<file path="src/rtl/enemy_spawn_ctrl.sv">
// Enemy spawn controller: game FSM, spawn timer, per-slot enables, lives and score.
// Optional macro ENEMY_SPAWN_LFSR_EN selects an LFSR-based spawn search start.
module enemy_spawn_ctrl #(
    parameter int unsigned PERIOD_BASE = 50000000,
    parameter int unsigned MAX_ACTIVE  = 6,
    parameter int unsigned LIVES_INIT  = 3
) (
    input  logic       clk,
    input  logic       reset_n,
    input  logic       start,
    input  logic [1:0] spawn_rate,
    input  logic [9:0] touch_edge,
    input  logic [9:0] hit,
    output logic [9:0] c_en,
    output logic [9:0] des,
    output logic [1:0] lives,
    output logic [7:0] score,
    output logic [3:0] active_cnt,
    output logic       game_over
);
    localparam logic [1:0] IDLE = 2'd0;
    localparam logic [1:0] RUN  = 2'd1;
    localparam logic [1:0] OVER = 2'd2;

    localparam logic [31:0] PERIOD   = 32'(PERIOD_BASE);
    localparam logic [3:0]  MAX_ACT  = 4'(MAX_ACTIVE);
    localparam logic [1:0]  LIVES_LD = 2'(LIVES_INIT);

    logic [1:0]  state;
    logic [31:0] timer;
    logic [31:0] interval_m1;
    logic [9:0]  hit_v;
    logic [9:0]  edge_v;
    logic [9:0]  release_v;
    logic [9:0]  spawn_oh;
    logic [3:0]  hit_cnt;
    logic [3:0]  edge_cnt;
    logic [3:0]  search_start;
    logic [3:0]  spawn_idx;
    logic [4:0]  cand;
    logic [1:0]  lives_nxt;
    logic        tick;
    logic        found;
    logic        spawn_fire;

    assign interval_m1 = (PERIOD >> spawn_rate) - 32'd1;
    assign tick        = (timer == 32'd0);
    assign game_over   = (state == OVER);

    // Hit wins over an edge touch on the same slot; inactive slots ignore both.
    assign hit_v     = hit & c_en;
    assign edge_v    = touch_edge & c_en & ~hit;
    assign release_v = hit_v | edge_v;

    always_comb begin
        active_cnt = '0;
        hit_cnt    = '0;
        edge_cnt   = '0;
        for (int i = 0; i < 10; i++) begin
            active_cnt = active_cnt + {3'd0, c_en[i]};
            hit_cnt    = hit_cnt + {3'd0, hit_v[i]};
            edge_cnt   = edge_cnt + {3'd0, edge_v[i]};
        end
    end

    assign lives_nxt = (edge_cnt >= {2'd0, lives}) ? 2'd0 : lives - edge_cnt[1:0];

    // Walk downward so the last match found is the closest free slot at or after search_start.
    always_comb begin
        found     = 1'b0;
        spawn_idx = '0;
        cand      = '0;
        for (int k = 9; k >= 0; k--) begin
            cand = {1'b0, search_start} + 5'(k);
            if (cand >= 5'd10) begin
                cand = cand - 5'd10;
            end
            if (!c_en[cand[3:0]]) begin
                found     = 1'b1;
                spawn_idx = cand[3:0];
            end
        end
    end

    assign spawn_fire = (state == RUN) && tick && (active_cnt < MAX_ACT) && found &&
                        (lives_nxt != 2'd0);
    assign spawn_oh   = spawn_fire ? (10'd1 << spawn_idx) : 10'd0;

`ifdef ENEMY_SPAWN_LFSR_EN
    logic [9:0] lfsr;

    always_ff @(posedge clk) begin
        if (!reset_n) begin
            lfsr <= 10'h2A5;
        end else begin
            lfsr <= {lfsr[8:0], lfsr[9] ^ lfsr[6]};
        end
    end

    assign search_start = (lfsr[3:0] >= 4'd10) ? lfsr[3:0] - 4'd10 : lfsr[3:0];
`else
    logic [3:0] ptr;

    always_ff @(posedge clk) begin
        if (!reset_n) begin
            ptr <= '0;
        end else if (spawn_fire) begin
            ptr <= (spawn_idx == 4'd9) ? 4'd0 : spawn_idx + 4'd1;
        end
    end

    assign search_start = ptr;
`endif

    always_ff @(posedge clk) begin
        if (!reset_n) begin
            state <= IDLE;
            c_en  <= '0;
            des   <= '0;
            lives <= '0;
            score <= '0;
            timer <= '0;
        end else begin
            des <= '0;
            case (state)
                IDLE, OVER: begin
                    if (start) begin
                        state <= RUN;
                        lives <= LIVES_LD;
                        score <= '0;
                        c_en  <= '0;
                        timer <= interval_m1;
                    end
                end
                RUN: begin
                    timer <= tick ? interval_m1 : timer - 32'd1;
                    score <= score + {4'd0, hit_cnt};
                    if (lives_nxt == 2'd0) begin
                        state <= OVER;
                        c_en  <= '0;
                        des   <= c_en;
                        lives <= 2'd0;
                    end else begin
                        c_en  <= (c_en & ~release_v) | spawn_oh;
                        des   <= release_v;
                        lives <= lives_nxt;
                    end
                end
                default: state <= IDLE;
            endcase
        end
    end

endmodule
</file>
<file path="config.mk">
export PLATFORM = sky130hd
export DESIGN_NAME = enemy_spawn_ctrl
export DESIGN_NICKNAME = d
export VERILOG_FILES = /design/src/rtl/enemy_spawn_ctrl.sv
export SDC_FILE = /design/constraint.sdc
export NUM_CORES = 1
export LEC_CHECK = 0
export BUFFER_PORTS_ARGS = -buffer_cell sky130_fd_sc_hd__buf_2
export CAP_MARGIN = 20
export CORE_MARGIN = 2
export CORE_UTILIZATION = 47
export DETAILED_ROUTE_END_ITERATION = 10
export PLACE_DENSITY = 0.68
export SYNTH_ARGS = -nofsm -noshare
export SYNTH_HDL_FRONTEND = slang
export SYNTH_SLANG_ARGS = --single-unit
</file>
<file path="constraint.sdc">
create_clock -name clk -period 5.6 [get_ports clk]
set_input_delay 1.12 -clock clk [delete_from_list [all_inputs] [get_ports clk]]
set_output_delay 1.12 -clock clk [all_outputs]
set_load 0.02 [all_outputs]
</file>
==> results.md <==
* Status: completed
* # resized after CTS at 0
* Pre-CTS WS at about 0.039 ns
* Crit path arrival time at about 5.5 ns
* Area delta synth->final at 10.4%
* Design area at slightly below 8000 µm²
* Fin crit share at 93.9%
* Seq/Total Area, Yosys at 18.9%
* Final WS setup at ~0.34 ns
* Die footprint at approximately 16,000 µm²
* Chip height at approximately 130 µm
* Most instantiated library cell after synthesis: nor2_1
* Area taken by multi-input logic gates at 5380 µm²
* Slew headroom at between 30% and 40%
* Mean post-synth cell area at roughly 8.0 µm²
* Sink Count at 68
* Met1 Track Usage GR at between 30% and 40%
* Gr busiest metal: met2
* Setup TNS at 0 ns
* First-pass GRT wire length at 34,200 µm
* Worst vdd ir at 190 µV
* Total power at about 1.3 mW
* Share of the synthesized area in the top cell type at approximately a fifth
* Postcts setup bufs at 0
* Share of layout cells above drive strength 1 at 16.9%
* Crit path max fanout at 6
* Final setup viols at 0
* Ys flop type: dfxtp_1
* Finished Layout Cells at between 1,000 and 1,500
* RePlAce Congestion at just over 0.9
* H-tree depth at 3
* IO Pins at 60
* CTS tree: yes
* Placed cell areas at 7650 µm²
* Latest clock arrival within the worst-skew pair at around 0.34 ns
* Remaining Overflow, GRT at 0
* Vias at between 7,000 and 8,000
* Clock skew at ~0.0094 ns
* Gr usage total at 25.8%
* Port Buffer Count at just under 60
* Dpl hpwl at between 15,000 and 20,000 µm
* Clock transition at the registers of the reported paths at about 0.060 ns
* Worst Max-Slew Pin Slew at around 0.99 ns
* DRC viols at 0
* Post-synth EDFFs at 0
* Unique masters post-synth at around 100
* Synth area leader: dfxtp_1
* Largest net degree at the start of global routing at 43
* Warning count from the yosys run at 0
* Final wirelength at 21,100 µm
* Hold slack at ~0.48 ns
* Leakage at ~3.2 nW
* Diodes inserted at 0
* Avg WL per Cell at 18.5 µm
* Max clock buf depth at 2
* Initial DRC count at 703
* Number of CTS-inserted buffers at 9
* Syn Nets at a little under 1,000
* Max-cap viol count at 0
* Register area at 1360 µm²
* Synthesis-stage register bit count at 68
* Share of flip-flops with an asynchronous set or reset at 0%
* Worst min path class: reg -> reg
* Fmax at roughly 190 MHz
* Placed Instances at about 1,100
* FILL cells at 1,474
* Worst Path Required at between 5 and 6 ns
* Core Footprint at between 15,000 and 20,000 µm²
* Antenna violations before repair at 0
* Mapped Cells at 900
* Initial Util at 47.7%
* Type of the worst setup path: in -> reg
* Critical Path End Type: flip-flop
* DR vias/cell at 6.33
* Vias in the first global route at roughly 6,600
* Post-Syn Area at 7200 µm²
* Met2 Use GR at 40.5%
* Num rows at 45
* Die width at about 130 µm
* Worst Setup Start Kind: primary input
* Final core utilization at 52.7%
* Clock root buffer: clkbuf_16
* Final hold vios at 0
* Top post-synthesis cells by area: dfxtp_1 19%, ha_1 6.6%, fa_1 5.6%
* DRT Pass-1 Iters at 5
* Cts hold-fix bufs at 0
* Top cells by count, synth: 70 x nor2_1, 68 x dfxtp_1, 65 x a21oi_1, 61 x o21ai_0, 53 x nand2_1
* Met3 usage at between 3 and 4%
* Slew Limit Fails at 0
* Power per cell area at approximately 160 nW/µm²
* Setup repair after global routing missed its margin: no
* Time the worst path needs with I/O delays and setup at approximately 5.3 ns
* Post-route ant nets at 0
* Final nets at 1,029
[sequential cells by signal (all words and copies together), names as in the netlist]
signal / cells
ptr: 4
c_en: 10
des: 10
lives: 2
state: 2
score: 8
timer: 32
[final cells by class]
class / count / share of cell area, %
clock buffer: 9 / 2.83
timing repair buffer: 81 / 5.79
clock inverter: 7 / 0.850
sequential: 68 / 17.1
multi-input combinational: 729 / 67.7
tap: 188 / 2.96
inverter: 57 / 2.72
[metal layers]
| metal | vias to the layer above | wire length, µm | share of wire [%] |
|---|---|---|---|
| met1 | 3457 | 9820 | 47 |
| met4 | 0 | 493 | 2.3 |
| met2 | 260 | 9420 | 45 |
| li1 | 3449 | - | - |
| met3 | 41 | 1320 | 6.3 |
| met5 | - | 0 | 0 |
[power by group]
part | total [mW] | switching, mW | internal, mW
Sequential | 0.533 | 0.0249 | 0.508
Combinational | 0.206 | 0.135 | 0.0702
Clock | 0.562 | 0.220 | 0.342
Total | 1.30 | 0.381 | 0.920
[kinds of logic (layout without fill, tap and decap cells)]
family	count (synthesis)	after routing	share of synthesized area, %
adders and majority gates	58	58	12.2
DFF	68	68	18.9
muxes	49	49	8.03
AOI/OAI and AO/OA	283	283	28.0
and+or+nand+nor	317	317	23.2
buffers and inverters	103	154	6.38
xor gates and xnor gates	22	22	3.29
[layout by cell type (no fill, tap or decap), drive strengths merged, types with 10 or more instances in the layout]
master and instances:
buf 81, nor2 72, a21oi 69, dfxtp 68
o21ai 66, nand2 55, inv 55, ha 38
nor3 38, nand3 34, mux2i 33, nand2b 24
fa 20, xnor2 16, nor4 15, o31ai 11
mux2 11, o311a 11, nand3b 10, or3 10
a21o 10, nand4 10, and2 10, a31oi 10
[worst max-delay path, stage by stage]
cell and delay (ns):
buf_2 0.12, nand3b_1 0.18, fa_1 0.52, fa_1 0.55
inv_1 0.06, fa_1 0.53, ha_1 0.16, inv_1 0.05
fa_1 0.47, inv_1 0.05, ha_1 0.32, a21o_1 0.18
o21ai_0 0.10, nand2_1 0.10, nor2_1 0.15, nand3_1 0.11
a31oi_2 0.29, buf_4 0.20, nor2_1 0.04, a21oi_1 0.12
nor2_1 0.05
[worst paths after layout]
check / startpoint / endpoint / slack (ns) / cells past startpoint
max: hit[0] / ptr[0]$_SDFFE_PN0P_ / 0.34 / 21
max reg2reg: ptr[2]$_SDFFE_PN0P_ / ptr[2]$_SDFFE_PN0P_ / 0.79 / 15
min: timer[11]$_SDFFE_PN0P_ / timer[11]$_SDFFE_PN0P_ / 0.48 / 2
min reg2reg: timer[11]$_SDFFE_PN0P_ / timer[11]$_SDFFE_PN0P_ / 0.48 / 2
(Power assumes the default switching activity.)
